**src/rtl/ibex_ahbl_pkg.sv**
```systemverilog
// rtl/ibex_ahbl_pkg.sv - shared AHB-Lite encodings and data-phase states for the Ibex arbiter
package ibex_ahbl_pkg;

    localparam logic [1:0] HTRANS_IDLE   = 2'b00;
    localparam logic [1:0] HTRANS_NONSEQ = 2'b10;

    localparam logic [2:0] HSIZE_BYTE = 3'b000;
    localparam logic [2:0] HSIZE_HALF = 3'b001;
    localparam logic [2:0] HSIZE_WORD = 3'b010;

    typedef enum logic [1:0] {
        DP_IDLE  = 2'd0,
        DP_INSTR = 2'd1,
        DP_DATA  = 2'd2,
        DP_ERR2  = 2'd3
    } dp_state_e;

endpackage

```
**src/rtl/ibex_be2hsize.sv**
```systemverilog
// rtl/ibex_be2hsize.sv - maps Ibex byte enables to AHB HSIZE plus low address offset
module ibex_be2hsize
    import ibex_ahbl_pkg::*;
(
    input  logic [3:0] be_i,
    output logic [2:0] hsize_o,
    output logic [1:0] offset_o,
    output logic       align_o
);

    // align_o marks non-contiguous patterns: issued as a word with HADDR[1:0] cleared
    always_comb begin
        hsize_o  = HSIZE_WORD;
        offset_o = 2'b00;
        align_o  = 1'b1;
        case (be_i)
            4'b0001: begin hsize_o = HSIZE_BYTE; offset_o = 2'd0; align_o = 1'b0; end
            4'b0010: begin hsize_o = HSIZE_BYTE; offset_o = 2'd1; align_o = 1'b0; end
            4'b0100: begin hsize_o = HSIZE_BYTE; offset_o = 2'd2; align_o = 1'b0; end
            4'b1000: begin hsize_o = HSIZE_BYTE; offset_o = 2'd3; align_o = 1'b0; end
            4'b0011: begin hsize_o = HSIZE_HALF; offset_o = 2'd0; align_o = 1'b0; end
            4'b1100: begin hsize_o = HSIZE_HALF; offset_o = 2'd2; align_o = 1'b0; end
            4'b1111: begin hsize_o = HSIZE_WORD; offset_o = 2'd0; align_o = 1'b0; end
            default: begin hsize_o = HSIZE_WORD; offset_o = 2'd0; align_o = 1'b1; end
        endcase
    end

endmodule

```
**src/rtl/ibex_ahbl_arbiter.sv**
```systemverilog
// rtl/ibex_ahbl_arbiter.sv - shares one pipelined AHB-Lite master between Ibex instr and data ports
module ibex_ahbl_arbiter
    import ibex_ahbl_pkg::*;
#(
    parameter bit DATA_PRIORITY = 1'b1
) (
    input  logic        HCLK,
    input  logic        HRESETn,
    input  logic        instr_req_i,
    input  logic [31:0] instr_addr_i,
    output logic        instr_gnt_o,
    output logic        instr_rvalid_o,
    output logic [31:0] instr_rdata_o,
    output logic        instr_err_o,
    input  logic        data_req_i,
    input  logic        data_we_i,
    input  logic [3:0]  data_be_i,
    input  logic [31:0] data_addr_i,
    input  logic [31:0] data_wdata_i,
    output logic        data_gnt_o,
    output logic        data_rvalid_o,
    output logic [31:0] data_rdata_o,
    output logic        data_err_o,
    output logic [31:0] HADDR,
    output logic [2:0]  HSIZE,
    output logic [1:0]  HTRANS,
    output logic        HWRITE,
    output logic [31:0] HWDATA,
    input  logic [31:0] HRDATA,
    input  logic        HREADY,
    input  logic        HRESP
);

    dp_state_e   dp_state_q, dp_state_d;
    logic [31:0] dp_wdata_q, dp_wdata_d;
    logic        rr_last_q, rr_last_d;
    logic        err_data_q, err_data_d;

    logic [2:0]  be_hsize;
    logic [1:0]  be_offset;
    logic        be_align;
    logic        addr_ok, tie, tie_data, gnt_instr, gnt_data, dp_active;

    ibex_be2hsize u_be2hsize (
        .be_i     (data_be_i),
        .hsize_o  (be_hsize),
        .offset_o (be_offset),
        .align_o  (be_align)
    );

    // Address phase gated by HRESETn so no grant leaks out while reset is held
    always_comb begin
        addr_ok   = HRESETn && HREADY && (dp_state_q != DP_ERR2);
        tie       = instr_req_i && data_req_i;
        tie_data  = DATA_PRIORITY ? 1'b1 : ~rr_last_q;
        gnt_data  = addr_ok && data_req_i && (!instr_req_i || tie_data);
        gnt_instr = addr_ok && instr_req_i && !(data_req_i && tie_data);

        HTRANS = HTRANS_IDLE;
        HADDR  = 32'h0;
        HSIZE  = 3'b000;
        HWRITE = 1'b0;
        if (gnt_data) begin
            HTRANS = HTRANS_NONSEQ;
            HADDR  = {data_addr_i[31:2], be_align ? 2'b00 : (data_addr_i[1:0] | be_offset)};
            HSIZE  = be_hsize;
            HWRITE = data_we_i;
        end else if (gnt_instr) begin
            HTRANS = HTRANS_NONSEQ;
            HADDR  = instr_addr_i;
            HSIZE  = HSIZE_WORD;
        end
    end

    assign instr_gnt_o   = gnt_instr;
    assign data_gnt_o    = gnt_data;
    assign HWDATA        = dp_wdata_q;
    assign instr_rdata_o = HRDATA;
    assign data_rdata_o  = HRDATA;

    always_comb begin
        dp_active      = (dp_state_q == DP_INSTR) || (dp_state_q == DP_DATA);
        instr_rvalid_o = HREADY && ((dp_state_q == DP_INSTR) ||
                                    ((dp_state_q == DP_ERR2) && !err_data_q));
        data_rvalid_o  = HREADY && ((dp_state_q == DP_DATA) ||
                                    ((dp_state_q == DP_ERR2) && err_data_q));
        instr_err_o    = instr_rvalid_o && ((dp_state_q == DP_ERR2) || HRESP);
        data_err_o     = data_rvalid_o && ((dp_state_q == DP_ERR2) || HRESP);
    end

    always_comb begin
        dp_state_d = dp_state_q;
        dp_wdata_d = dp_wdata_q;
        rr_last_d  = rr_last_q;
        err_data_d = err_data_q;
        if (dp_active && !HREADY && HRESP) begin
            dp_state_d = DP_ERR2;
            err_data_d = (dp_state_q == DP_DATA);
        end else if (HREADY) begin
            if (gnt_data) begin
                dp_state_d = DP_DATA;
                dp_wdata_d = data_wdata_i;
            end else if (gnt_instr) begin
                dp_state_d = DP_INSTR;
            end else begin
                dp_state_d = DP_IDLE;
            end
            if (tie && (gnt_data || gnt_instr)) begin
                rr_last_d = gnt_data;
            end
        end
    end

    always_ff @(posedge HCLK or negedge HRESETn) begin
        if (!HRESETn) begin
            dp_state_q <= DP_IDLE;
            dp_wdata_q <= 32'h0;
            rr_last_q  <= 1'b0;
            err_data_q <= 1'b0;
        end else begin
            dp_state_q <= dp_state_d;
            dp_wdata_q <= dp_wdata_d;
            rr_last_q  <= rr_last_d;
            err_data_q <= err_data_d;
        end
    end

endmodule

```
**config.mk**
```make
export PLATFORM = sky130hd
export DESIGN_NAME = ibex_ahbl_arbiter
export DESIGN_NICKNAME = d
export VERILOG_FILES = /design/src/rtl/ibex_ahbl_pkg.sv /design/src/rtl/ibex_be2hsize.sv /design/src/rtl/ibex_ahbl_arbiter.sv
export SDC_FILE = /design/constraint.sdc
export NUM_CORES = 1
export LEC_CHECK = 0
export CAP_MARGIN = 20
export CORE_AREA = 2 2 109 111
export DETAILED_ROUTE_END_ITERATION = 6
export DIE_AREA = 0 0 111 113
export GPL_TIMING_DRIVEN = 1
export HOLD_SLACK_MARGIN = 0.05
export PLACE_DENSITY = 0.69
export RECOVER_POWER = 25
export SLEW_MARGIN = 10
export SYNTH_ARGS = -nofsm -noshare
export SYNTH_HDL_FRONTEND = slang
export SYNTH_HIERARCHICAL = 1
export SYNTH_SLANG_ARGS = --single-unit
export TNS_END_PERCENT = 50
```
**constraint.sdc**
```tcl
create_clock -name HCLK -period 1.6 [get_ports HCLK]
set_input_delay 0.24 -clock HCLK [delete_from_list [all_inputs] [get_ports HCLK]]
set_output_delay 0.24 -clock HCLK [all_outputs]
set_load 0.02 [all_outputs]
```
==> results.json, run 1 <==
{
  "outcome": "finished with violations",
  "violations": "negative setup slack",
  "dieWidth_um": 111,
  "cpMaxStageDelayCell": "dfrtp_1",
  "drt_drc_violations_left": 0,
  "end_kind": "primary output",
  "core_region_area_um2": 11300,
  "die_y_um": 113,
  "setup-violations-final": 74,
  "critPathBufInv": 2,
  "clk_root_buffer_cell": "clkbuf_16",
  "cts_tree": "yes",
  "drtAntennaViolNets": 0,
  "hpwl_mm": 7.84,
  "switching_power_mw": 1.17,
  "setup.reg_to_reg.worst_slack_ns": -0.25,
  "final_skew_ns": 0.00756,
  "insertion_delay_ns": 0.27,
  "place.port_buffers": 180,
  "synth.lib_cells_used.distinct": 30,
  "clock-sinks": 35,
  "worstReg2RegEnd": "HWDATA[22]",
  "register_area_um2": 876,
  "internal_power_mw": 2.80,
  "hp-class": "input port to async pin",
  "synth.avg_cell_area_um2": 9.51,
  "h-tree-depth": 2,
  "finalMaxSlewViolations": 0,
  "initial_antenna_violation_count": 0,
  "deepest_clock_path_buffer_count": 2,
  "slew_headroom_pct": 42.9,
  "final_hold_viol_count": 0,
  "die_footprint_um2": 12500,
  "mappedNetlistArea_um2": 2490,
  "grt_start_max_net_pins": 36,
  "pwr-share-seq_pct": 30.5,
  "critPathKind": "flip-flop to primary output",
  "synth_seq_area_share_pct": 35.2,
  "crit_fanout": 24,
  "grt_util_all_layers_pct": 14.0,
  "postSynthNetCount": 404,
  "wl_per_cell_um": 18.4,
  "viasPerCell": 4.39,
  "diodes": 0,
  "dr.pass1.iters": 6,
  "setup-tns-final_ns": -13.08,
  "hold_fix_buffer_count_after_cts": 0,
  "cp_data_required_time_ns": 1.36,
  "combinationalPowerShare_pct": 42.9,
  "dr.first_iter.drc_count": 74,
  "area_delta_synth_final_pct": 74.6,
  "fraction_of_layout_instances_using_a_drive_strength_above_1_pct": 29.6,
  "cts_buffer_count": 5,
  "timing.final.ws_setup_ns": -0.279,
  "rows": 39,
  "nets": 541,
  "p_leak_nw": 1.89,
  "max_clock_freq_ghz": 0.532,
  "max_cap_viol_count": 0,
  "clkPwrFrac_pct": 26.6,
  "cpPeakStageDelay_ns": 0.38,
  "layout.filler_cells": 1133,
  "crit_path_start_kind": "flip-flop",
  "yosys_register_bits": 35,
  "post-route-period-util_pct": 117,
  "num_vias": 2378,
  "p_per_area_nw_per_um2": 914,
  "irDropWorstVdd_mv": 0.924,
  "crit-reg2reg-launch": "dp_state_q[1]",
  "boundaryPins": 279,
  "cp.arrival_ns": 1.64,
  "cp_cell_sequence": "ha_2 > nand3b_4 > buf_6 > nor2_1 > clkdlybuf4s15_2",
  "place_worst_setup_slack_ns": -0.862,
  "multi_input_gate_area_um2": 1130,
  "ys.warnings.count": 6,
  "switching_share_of_total_power_pct": 29.5,
  "grt_overflow_total": 0,
  "routed_wirelength_mm": 9.96,
  "syn-instance-count": 262,
  "period_minus_slack_ns": 1.88,
  "tightestPinTransition_ns": 0.857,
  "worstRegToRegCells": 7,
  "clk_pin_slew_worst_paths_ns": 0.06,
  "grt_pass1_wl_mm": 13.7,
  "grt_pass1_vias": 2351,
  "cpLargestDelayFamily": "buffers and inverters",
  "final_replace_weighted_congestion": 0.908,
  "initial_utilization_pct": 22.1,
  "setup_repair_after_global_routing_missed_its_margin": "true"
}
-- repair_timing --
item                                    4_1_cts  5_1_grt
hold endpoints to repair                      0        0
pin swaps                                     2        1
endpoints found under the setup margin       72       75
gates cloned                                  0        3
setup buffers                                 2        2
gates resized for setup                     183       42
-- power by group through the flow --
stage,Clock [mW],Sequential [mW],Combinational [mW]
final,1.06,1.21,1.70
after CTS,1.09,1.21,1.62
after global placement,0,1.20,1.58
after global routing,1.12,1.24,1.79
after floorplan,0,1.45,0.666
after detailed placement,0,1.22,1.60
-- worst max-delay path by stage --
stage | start | end | slack (ns) | depth (start not counted)
floorplan | dp_state_q[1] | HWDATA[21] | -0.10 | 6
global placement | data_be_i[3] | HSIZE[1] | -0.83 | 8
detailed placement | data_be_i[3] | HADDR[0] | -0.86 | 8
CTS | dp_state_q[1] | HSIZE[0] | -0.31 | 6
global route | dp_state_q[1] | HSIZE[0] | -0.33 | 6
finish | dp_state_q[1] | HADDR[13] | -0.28 | 5
-- cells by family (layout without fill, tap and decap cells) --
| kind of cell | Yosys count | in the layout | share of synthesized area (%) |
|---|---|---|---|
| other | 2 | 2 | 0.301 |
| xor gates and xnor gates | 1 | 1 | 0.352 |
| DFF | 35 | 35 | 35.2 |
| and+or+nand+nor | 60 | 60 | 11.5 |
| buffers and inverters | 85 | 222 | 24.1 |
| AOI/OAI and AO/OA | 43 | 43 | 12.3 |
| adders and majority gates | 3 | 3 | 1.51 |
| muxes | 33 | 33 | 14.9 |
-- per-layer routing --
layer	vias to the layer above	share of wire [%]	track usage, %
li1	1091	-	-
met1	1099	38	15.4
met2	182	52	26.2
met3	6	9.5	5.36
met4	0	0.54	2.50
met5	-	0	0
-- cell usage in the layout (no fill, tap or decap), types with 2 or more instances in the layout --
cell             instances
mux2_1                   8
dfrtp_1                 35
conb_1                   2
buf_4                   40
dlygate4sd2_1            5
mux2_4                  21
a21oi_1                  2
buf_6                    6
a22oi_1                 30
a21oi_2                  2
clkdlybuf4s15_2          3
clkbuf_16                7
clkdlybuf4s50_1        132
nor2_1                  37
buf_2                   18
inv_1                    3
mux2_2                   4
nor2b_2                  2
ha_1                     2
o21a_1                   2
and2_4                   2
o21ai_0                  3
nor2b_1                  5
nand2_1                  6
-- through the flow --
stage,hold slack [ns],utilization (%),instance area [um2],total power [mW],instances
2_1_floorplan,-0.0556,-,2510,2.12,262
3_3_place_gp,0.346,36.3,4090,2.78,528
3_5_place_dp,0.353,36.3,4090,2.82,528
4_1_cts,0.0628,37.9,4270,3.91,537
5_1_grt,0.342,38.6,4350,4.15,542
6_report,0.265,38.6,4350,3.98,542
-- registers in the layout, summed over array words and instances (netlist names) --
signal	cells
HWDATA	32
err_data_q	1
dp_state_q	2
-- synthesized netlist by cell type --
| cell type | n | area share [%] |
|---|---|---|
| o22ai_1 | 1 | 0.25 |
| or2_4 | 1 | 0.35 |
| nand3b_4 | 1 | 0.80 |
| nor2_2 | 1 | 0.25 |
| clkinv_4 | 1 | 0.35 |
| o2bb2ai_1 | 1 | 0.35 |
| nand2_1 | 6 | 0.90 |
| and2_1 | 3 | 0.75 |
| o31ai_1 | 1 | 0.30 |
| nor2b_1 | 8 | 2.0 |
| mux2_1 | 26 | 12 |
| clkbuf_1 | 8 | 1.2 |
| nand3_1 | 1 | 0.20 |
| inv_1 | 3 | 0.45 |
| o21ai_0 | 3 | 0.60 |
| mux2_2 | 7 | 3.2 |
| a211oi_1 | 1 | 0.30 |
| o21a_1 | 2 | 0.60 |
| buf_4 | 66 | 20 |
| a22oi_1 | 30 | 9.0 |
| conb_1 | 2 | 0.30 |
| xnor2_1 | 1 | 0.35 |
| buf_6 | 3 | 1.4 |
| a21oi_1 | 4 | 0.80 |
| nor3_2 | 1 | 0.40 |
| ha_1 | 3 | 1.5 |
| dfrtp_1 | 35 | 35 |
| buf_2 | 4 | 0.80 |
| nor3_1 | 1 | 0.20 |
| nor2_1 | 37 | 5.6 |
-- layout make-up --
| class | count | share of cell area (%) |
|---|---|---|
| repair buffers | 211 | 45.5 |
| multi-input cells | 142 | 25.9 |
| flip-flops and latches | 35 | 20.1 |
| well taps | 143 | 4.11 |
| clock buffers | 5 | 2.88 |
| clock inverters | 2 | 0.863 |
| inverters | 4 | 0.633 |
No activity file was read; power rests on OpenSTA's default activity.
==> run 2: changes to the inputs <==
--- a/config.mk
+++ b/config.mk
@@ -13,6 +13,7 @@
 export HOLD_SLACK_MARGIN = 0.05
 export PLACE_DENSITY = 0.69
 export RECOVER_POWER = 25
+export SETUP_SLACK_MARGIN = 0.02
 export SLEW_MARGIN = 10
 export SYNTH_ARGS = -nofsm -noshare
 export SYNTH_HDL_FRONTEND = slang
==> results.json, run 2 (same netlist as run 1, synthesis figures left out) <==
{
  "h-tree-depth": 2,
  "critPathBufInv": 2,
  "cts_buffer_count": 5,
  "final_replace_weighted_congestion": 0.847,
  "viasPerCell": 4.44,
  "drtAntennaViolNets": 0,
  "core_region_area_um2": 11300,
  "diodes": 0,
  "place.port_buffers": 180,
  "grt_pass1_vias": 2416,
  "layout.cells.most_common_list": "133 x clkdlybuf4s50_1, 55 x buf_4, 35 x dfrtp_1, 32 x mux2_4, 30 x a22oi_1",
  "place.detailed.instances": 528,
  "crit_path_start_kind": "flip-flop",
  "boundaryPins": 279,
  "setup-violations-final": 74,
  "deepest_clock_path_buffer_count": 2,
  "violations": "negative setup slack",
  "max_cap_viol_count": 0,
  "p_per_area_nw_per_um2": 872,
  "clock-sinks": 35,
  "setup.reg_to_reg.worst_slack_ns": -0.20,
  "cp.arrival_ns": 1.62,
  "wl_per_cell_um": 18.8,
  "end_kind": "primary output",
  "cpMaxStageDelayCell": "dfrtp_1",
  "fraction_of_layout_instances_using_a_drive_strength_above_1_pct": 35.6,
  "dr.pass1.iters": 5,
  "setup_repair_after_global_routing_missed_its_margin": "true",
  "number_of_flip_flops_under_the_largest_register_name": 32,
  "max_clock_freq_ghz": 0.537,
  "p_leak_nw": 1.98,
  "outcome": "finished with violations",
  "routed_wirelength_mm": 10.3,
  "irDropWorstVdd_mv": 0.480,
  "drt_drc_violations_left": 0,
  "clk_root_buffer_cell": "clkbuf_16",
  "layout_commonest_cell": "clkdlybuf4s50_1",
  "cp_data_required_time_ns": 1.36,
  "rows": 39,
  "num_vias": 2431,
  "final_hold_viol_count": 0,
  "crit-reg2reg-launch": "dp_state_q[0]",
  "hold_fix_buffer_count_after_cts": 0,
  "nets": 545,
  "initial_antenna_violation_count": 0,
  "insertion_delay_ns": 0.27,
  "die_footprint_um2": 12500,
  "utilization_pct": 40.8,
  "cp_cell_sequence": "ha_2 > nand3b_4 > or2_4 > clkinv_8 > and2_4 > buf_6",
  "cts_tree": "yes",
  "crit_fanout": 7,
  "worstRegToRegCells": 7,
  "grt_start_max_net_pins": 36,
  "post-route-period-util_pct": 116,
  "clk_pin_slew_worst_paths_ns": 0.06,
  "period_minus_slack_ns": 1.86,
  "initial_utilization_pct": 22.1,
  "area_delta_synth_final_pct": 84.5,
  "critPathKind": "flip-flop to primary output",
  "grt_overflow_total": 0,
  "hp-class": "input port to async pin",
  "timing.final.ws_setup_ns": -0.261,
  "grt_util_all_layers_pct": 14.3,
  "die_y_um": 113,
  "finalMaxSlewViolations": 0,
  "hpwl_mm": 8.01,
  "cpLargestDelayFamily": "simple AND/OR/NAND/NOR gates",
  "grt_pass1_wl_mm": 13.9,
  "final_skew_ns": 0.00950,
  "hold_slack_ns": 0.478,
  "worstReg2RegEnd": "HWDATA[3]",
  "cpPeakStageDelay_ns": 0.38,
  "dr.first_iter.drc_count": 101,
  "layout.cells.non_filler": 547,
  "dieWidth_um": 111
}
==> run 2: through the flow <==
stage	TNS (ns)	power, mW	worst slack, ns	area (um2)
after global placement	-40.85	2.80	-0.809	4110
after CTS	-17.04	3.84	-0.308	4270
final	-13.54	4.01	-0.261	4600
after floorplan	-2.72	2.13	-0.102	2520
after detailed placement	-42.32	2.84	-0.908	4110
after global routing	-18.39	4.20	-0.331	4600
==> run 2: area by class of cell <==
cell class	count	area, um2
fillers	1112	6680
repair buffers	215	2130
multi-input cells	142	1220
flip-flops and latches	35	876
well taps	143	179
clock buffers	6	139
inverters	4	27.5
clock inverters	2	16.3
==> run 2: how the worst max path moves through the flow <==
stage               cells past startpoint  slack (ns)           from    endpoint
floorplan                               6       -0.10  dp_state_q[1]  HWDATA[21]
global placement                        8       -0.81   data_be_i[1]    HADDR[0]
detailed placement                      8       -0.91   data_be_i[3]    HADDR[0]
CTS                                     6       -0.31  dp_state_q[0]    HSIZE[0]
global route                            6       -0.33  dp_state_q[0]   HADDR[17]
finish                                  6       -0.26  dp_state_q[0]    HSIZE[0]
==> run 2: metal layers <==
layer,global-route usage [%],vias to the layer above,part of all wire [%]
met3,3.96,10,8.6
li1,-,1101,-
met5,0,-,0
met1,15.2,1131,35
met4,4.83,0,2.2
met2,27.3,189,54
==> run 2: report_power, final <==
part | switching, mW | internal [mW] | total, mW
logic | 0.754 | 1.07 | 1.83
registers | 0.117 | 1.10 | 1.21
clock network | 0.347 | 0.621 | 0.968
==> run 2: timing repair <==
| action | CTS | global route |
|---|---|---|
| pin swaps | 3 | 1 |
| setup endpoints to repair | 74 | 75 |
| setup buffers | 3 | 5 |
| cloned | 1 | 3 |
| gates resized for setup | 228 | 64 |
==> run 2: worst reg2reg max path, cell delays in order (launching register included) <==
cell and delay, ns:
dfrtp_1 0.38, ha_2 0.19, nand3b_4 0.18, or2_4 0.28, clkinv_8 0.07, buf_4 0.11, clkbuf_16 0.16, mux2_4 0.30
==> run 3: changes to the inputs <==
--- a/config.mk
+++ b/config.mk
@@ -6,12 +6,12 @@
 export NUM_CORES = 1
 export LEC_CHECK = 0
 export CAP_MARGIN = 20
-export CORE_AREA = 2 2 109 111
+export CORE_AREA = 2 2 110 112
 export DETAILED_ROUTE_END_ITERATION = 6
-export DIE_AREA = 0 0 111 113
+export DIE_AREA = 0 0 112 114
 export GPL_TIMING_DRIVEN = 1
 export HOLD_SLACK_MARGIN = 0.05
-export PLACE_DENSITY = 0.69
+export PLACE_DENSITY = 0.66
 export RECOVER_POWER = 25
 export SETUP_SLACK_MARGIN = 0.02
 export SLEW_MARGIN = 10
==> constraint.sdc (replaced) <==
create_clock -name HCLK -period 1.8 [get_ports HCLK]
set_input_delay 0.27 -clock HCLK [delete_from_list [all_inputs] [get_ports HCLK]]
set_output_delay 0.27 -clock HCLK [all_outputs]
set_load 0.02 [all_outputs]
==> results.json, run 3 (same netlist as run 1, synthesis figures left out) <==
{
  "cpPeakStageDelay_ns": 0.37,
  "insertion_delay_ns": 0.27,
  "place.port_buffers": 180,
  "p_leak_nw": 2.02,
  "layout_commonest_cell": "clkdlybuf4s50_1",
  "cts_tree": "yes",
  "slew_headroom_pct": 40.7,
  "tightestPinTransition_ns": 0.890,
  "crit_fanout": 6,
  "initial_antenna_violation_count": 0,
  "die_footprint_um2": 12800,
  "end_kind": "primary output",
  "clk_pin_slew_worst_paths_ns": 0.05,
  "combinationalPowerShare_pct": 44.2,
  "setup.reg_to_reg.worst_slack_ns": -0.08,
  "dr.pass1.iters": 4,
  "max_clock_freq_ghz": 0.531,
  "dieWidth_um": 112,
  "setup-tns-final_ns": -2.54,
  "grt_pass1_vias": 2503,
  "wl_per_cell_um": 17.7,
  "globalRouteMet1Util_pct": 15.2,
  "cp.arrival_ns": 1.61,
  "cts_buffer_count": 5,
  "fraction_of_layout_instances_using_a_drive_strength_above_1_pct": 37.1,
  "internal_power_mw": 2.62,
  "critPathBufInv": 3,
  "layout.cells.most_common_list": "131 x clkdlybuf4s50_1, 49 x buf_4, 35 x dfrtp_1, 30 x mux2_4, 29 x a22oi_1",
  "final_skew_ns": 0.00437,
  "grt_use_met3_pct": 4.04,
  "grt_overflow_total": 0,
  "cpLargestDelayFamily": "buffers and inverters",
  "stdcell_area_um2": 4710,
  "grt_pass1_wl_mm": 14.0,
  "irDropWorstVdd_mv": 0.547,
  "dr.first_iter.drc_count": 130,
  "period_minus_slack_ns": 1.88,
  "cp_data_required_time_ns": 1.53,
  "max_cap_viol_count": 0,
  "dpl-instance-area_um2": 4140,
  "worstReg2RegEnd": "HWDATA[22]",
  "p_per_area_nw_per_um2": 786,
  "area_delta_synth_final_pct": 89.1,
  "cpMaxStageDelayCell": "dfrtp_1",
  "final_hold_viol_count": 0,
  "met2_use_gr_pct": 26.6,
  "setup_repair_after_global_routing_missed_its_margin": "true",
  "h-tree-depth": 2,
  "hpwl_mm": 7.20,
  "final_replace_weighted_congestion": 0.796,
  "switching_share_of_total_power_pct": 29.2,
  "grt_util_all_layers_pct": 14.0,
  "hp-class": "input port to async pin",
  "die_y_um": 114,
  "grt_start_max_net_pins": 36,
  "deepest_clock_path_buffer_count": 2,
  "place_worst_setup_slack_ns": -0.713,
  "violations": "negative setup slack",
  "utilization_pct": 40.2,
  "diodes": 0,
  "outcome": "finished with violations",
  "layout.filler_cells": 1167,
  "hold_slack_ns": 0.288,
  "grt_busiest_layer": "met2",
  "crit_path_start_kind": "flip-flop",
  "switching_power_mw": 1.08,
  "finalMaxSlewViolations": 0,
  "clock-sinks": 35,
  "layout.cells.non_filler": 554,
  "drtAntennaViolNets": 0,
  "boundaryPins": 279,
  "post-route-period-util_pct": 105,
  "nets": 548,
  "post-layout-total-power_mw": 3.70,
  "critical-path-top-cell-by-count": "buf_4",
  "crit-reg2reg-launch": "dp_state_q[1]",
  "num_vias": 2445,
  "timing.final.ws_setup_ns": -0.0831,
  "routed_wirelength_mm": 9.79,
  "setup-violations-final": 56,
  "pwr-share-seq_pct": 29.1,
  "rows": 40,
  "drt_drc_violations_left": 0,
  "critPathKind": "flip-flop to primary output",
  "initial_utilization_pct": 21.3,
  "cp_cell_sequence": "ha_2 > nand3b_4 > buf_4 > clkbuf_16 > nor2_1 > buf_4",
  "place.detailed.instances": 534,
  "number_of_flip_flops_under_the_largest_register_name": 32,
  "viasPerCell": 4.41,
  "clk_root_buffer_cell": "clkbuf_16",
  "core_region_area_um2": 11700,
  "clkPwrFrac_pct": 26.7,
  "worstRegToRegCells": 8
}
==> run 3: changes by cell type in the layout (fill, tap and decap cells not counted), moves of 3 or more <==
| cell | delta |
|---|---|
| buf_4 | -6 |
| buf_12 | +3 |
| buf_2 | +3 |
| buf_6 | +3 |
| nor2_2 | +3 |
| nor2_1 | -3 |
| buf_16 | +3 |
==> run 3: area by class of cell <==
type,instances,area (um2),share of cell area [%]
repair buffers,218,2210,47.0
multi-input cells,142,1240,26.4
flip-flops and latches,35,876,18.6
well taps,147,184,3.90
clock buffers,6,139,2.95
clock inverters,2,35.0,0.744
inverters,4,20.0,0.425
==> run 3: per-layer routing <==
layer	vias to the layer above	part of all wire [%]	wire [um]
met4	0	1.3	128
met3	12	8.8	863
li1	1109	-	-
met1	1146	37	3650
met5	-	0	0
met2	178	53	5150
==> run 3: power by group through the flow <==
stage / clock network, mW / registers [mW] / logic [mW]
6_report: 0.989 / 1.08 / 1.64
5_1_grt: 1.05 / 1.11 / 1.73
3_3_place_gp: 0 / 1.07 / 1.40
3_5_place_dp: 0 / 1.08 / 1.42
4_1_cts: 1.02 / 1.07 / 1.52
2_1_floorplan: 0 / 1.29 / 0.577
==> run 3: how the worst max path moves through the flow <==
| stage | startpoint | end | slack (ns) | cells past startpoint |
|---|---|---|---|---|
| floorplan | dp_state_q[0] | HSIZE[0] | 0.02 | 6 |
| global placement | data_be_i[3] | HADDR[1] | -0.66 | 8 |
| detailed placement | data_be_i[3] | HADDR[1] | -0.71 | 8 |
| CTS | dp_state_q[0] | HWDATA[3] | -0.16 | 8 |
| global route | dp_state_q[1] | HWDATA[12] | -0.16 | 8 |
| finish | dp_state_q[1] | HADDR[17] | -0.08 | 6 |
==> run 3: worst register-to-register path, stage by stage (launching register included) <==
cell and delay (ns):
dfrtp_1 0.37, ha_2 0.19, nand3b_4 0.17, or2_4 0.27, clkinv_4 0.06, buf_6 0.10
buf_12 0.13, clkbuf_16 0.17, mux2_4 0.30
==> run 3: repair_timing <==
| item | in CTS | in global routing |
|---|---|---|
| buffers inserted | 2 | 3 |
| setup endpoints to repair | 71 | 73 |
| hold buffers | 0 | 0 |
| pin swaps | 4 | 5 |
| cloned | 4 | 3 |
| gates resized for setup | 236 | 59 |
==> edit 1, RTL diff (flow settings as in run 2) <==
Re-encode `dp_state_e` (4 states) as Gray code, 2 bits wide.
--- a/src/rtl/ibex_ahbl_pkg.sv
+++ b/src/rtl/ibex_ahbl_pkg.sv
@@ -9,10 +9,10 @@
     localparam logic [2:0] HSIZE_WORD = 3'b010;
 
     typedef enum logic [1:0] {
-        DP_IDLE  = 2'd0,
-        DP_INSTR = 2'd1,
-        DP_DATA  = 2'd2,
-        DP_ERR2  = 2'd3
+        DP_IDLE  = 2'b00,
+        DP_INSTR = 2'b01,
+        DP_DATA  = 2'b11,
+        DP_ERR2  = 2'b10
     } dp_state_e;
 
 endpackage
Behaviour: no difference found for any inputs over 10 cycles, from zero or initial values and one cycle with HRESETn low; not proved beyond that.
==> edit 1 against run 2 <==
  * The flow still finishes with violations (setup timing)
  * Global-route usage shrank 0.40 points
  * Area after synthesis shrank 5.6%
  * Clock skew shrank 0.0062 ns
  * Design area grew 4.4%
  * Sequential cell count is the same
  * Wire length shrank 6.0%
  * Worst setup slack lost 0.080 ns
  * Power shrank 1.4%
  * Largest power group unchanged
==> edit 1: results (changes against run 2) <==
# placed instances 478 (-9.5%); Final #Nets 497 (-8.8%); Setup Fix Bufs, Post-CTS 8 (+5); # setup viols final 71 (-4.1%); share of cells above drive strength 1 42.62% (+7.0 points); Static Leak 0.002141 uW (+7.9%); Worst path max stage delay between 0.3 and 0.4 ns; top cells by count, synth buf_4 (70), dfrtp_1 (35), mux2_2 (33); CP delay by family, top buffers and inverters; Worst Setup EP HSIZE[1]; maximum VDD drop 0.0007301 V (+52%); via/cell ratio 4.422 (-0.49%); Non-clock buffering overhead 47.59% (+1.2 points); Initial DRC Count 51 (-50%); Psw 1183 uW (-2.9%); worst r2r src dp_state_q[1]; Critical R2R Capture HWDATA[21]; vias in the first global route 2429 (+0.54%); Final WS setup -0.3405 ns (-0.07973 ns); max reg flops 32 (unchanged); Routed WL 9677 um (-6.0%); fraction of area in registers 18.24% (-0.81 points); DP HPWL 6736 um (-16%); count of buffers from port buffering 180 (unchanged); failing checks setup timing; Layout clock buffers 7 (+1); invs w/o clock 0 (-4); first-pass GRT wire length 13660 um (-1.9%); critical-path maximum fanout 9 (+2); Signal buffers 211 (-1.9%); post-cts sizing count 261 (+14%); #MultiIn Comb 105 (-26%); WL per Instance 19.28 um (+2.5%); Syn Inst Count 217 (-17%); logic gate share of total power 45.9% (+0.3 points); register area share after synthesis 37.23% (+2.1 points); fraction of area in multi-input gates 27.57% (+0.93 points); Critical Path AT 1.70 ns (+0.08 ns); syn nets 356 (-12%); ClkCell Share 2.867% (-0.51 points); Fillers 1068 (-4.0%); num sequential 35 (unchanged); outcome finished with violations; Worst Clk Skew 0.003330 ns (-0.006167 ns); Routability Congestion 0.8088 (-4.5%); ranking of synthesized cells by area dfrtp_1 (37%), buf_4 (22%), mux2_2 (16%); pre-CTS WS -0.8784 ns (+0.02942 ns)
[edit 1: kinds of logic (layout without fill, tap and decap cells)]
logic type,count (synthesis),count (layout),share of synthesized area (%)
compound gates,41,41,14.84
xor+xnor,1,1,0.3724
buf+inv,77,219,23.78
flops,35,35,37.23
mux,33,33,15.80
other cells,2,2,0.3193
simple gates,28,28,7.660
[edit 1: metal layers]
layer  track usage [%]  wire (um)
met5                 0          0
met4             3.583        121
met3             5.035        884
met2             26.34       5211
met1             14.66       3459
[edit 1: per-stage QoR]
step / hold WS (ns) / total power, uW / TNS, ns / instance area, sq um
after global routing: 0.1285 / 4130 / -21.96 / 4801
after global placement: 0.3806 / 2796 / -48.94 / 4180
final: 0.07274 / 3953 / -15.84 / 4801
after detailed placement: 0.3958 / 2819 / -50.50 / 4180
after CTS: 0.1115 / 3870 / -19.26 / 4667
after floorplan: -0.05559 / 2132 / -0.8296 / 2635
==> edit 2, RTL diff (config.mk and constraints of run 2) <==
Made on the original files. Set the parameter `DATA_PRIORITY` to 1'b0 (it was 1'b1).
--- a/src/rtl/ibex_ahbl_arbiter.sv
+++ b/src/rtl/ibex_ahbl_arbiter.sv
@@ -2,7 +2,7 @@
 module ibex_ahbl_arbiter
     import ibex_ahbl_pkg::*;
 #(
-    parameter bit DATA_PRIORITY = 1'b1
+    parameter bit DATA_PRIORITY = 1'b0
 ) (
     input  logic        HCLK,
     input  logic        HRESETn,
Check against the original RTL: not equivalent (Yosys sat finds a counterexample within 4 cycles, from zero or initial values and one cycle with HRESETn low).
==> edit 2 against run 2 <==
  * The flow still finishes with violations (setup timing)
  * Power rose by 42%
  * Critical endpoint is now HADDR[30]
  * Sequential share of layout area fell by 0.61 points
  * Sequential cell count rose by 1
  * Highest routed layer unchanged
  * Area after synthesis fell by 1.5%
  * Hold slack got worse by 0.18 ns
  * Design area rose by 6.3%
  * Largest power group unchanged
  * Worst setup slack got worse by 0.26 ns
  * Wire length fell by 9.7%
==> edit 2: results (changes against run 2) <==
outcome finished with violations; failing checks setup timing; sequential cell area 900.9 sq um (+2.9%); Static Leak 0.002105 uW (+6.1%); ranking of synthesized cells by area dfrtp_1 (37%), buf_4 (21%), mux2_2 (13%); CTS Hold Buffers Added 1 (+1); Routability Congestion 0.7264 (-14%); pre-CTS WS -0.9706 ns (-0.06280 ns); top cells by count, synth buf_4 (68), dfrtp_1 (36), a22o_1 (29); syn avg cell area 10.81 sq um (+14%); Worst Clk Skew 0.002530 ns (-0.006967 ns); Final WS setup -0.5220 ns (-0.2611 ns); area of the multi-input gates 1235 sq um (+0.82%); GRT Total Usage 13.70% (-0.63 points); Critical Path AT 1.88 ns (+0.26 ns); first-pass GRT wire length 13530 um (-2.9%); Cell Pwr Density 1165 nW/um^2 (+34%); syn nets 369 (-8.7%); vias in the first global route 2478 (+2.6%); TNS Setup -29.65 ns (-16.11 ns); reg2reg setup slack -0.40 ns (-0.20 ns); Layout clock buffers 5 (-1); critical-path maximum fanout 5 (-2); share of cells above drive strength 1 41.38% (+5.7 points); # setup viols final 76 (+2.7%)
edit 2: cell types whose count changed in the layout (fill, tap and decap cells not counted), moves of 4 or more:
cell,before,now
mux2_4,32,0
buf_4,55,24
a22oi_1,30,0
buf_6,13,41
mux2_2,1,28
a22o_4,0,24
nor2_1,24,9
a22o_1,0,8
nor2_2,8,1
nor2_4,6,0
dlygate4sd2_1,5,0
mux2_1,0,5
clkdlybuf4s50_1,133,137
nand2_1,6,2
edit 2: how the worst min path moves through the flow:
stage | from | endpoint | slack [ns] | cells past startpoint
2_1_floorplan | HRESETn | HWDATA[0] | -0.06 | 0
3_3_place_gp | HRESETn | dp_state_q[0] | 0.21 | 2
4_1_cts | HRESETn | err_data_q | 0.08 | 2
5_1_grt | HRESETn | err_data_q | 0.41 | 2
6_report | HRESETn | err_data_q | 0.30 | 2
3_5_place_dp | HRESETn | dp_state_q[1] | 0.20 | 2
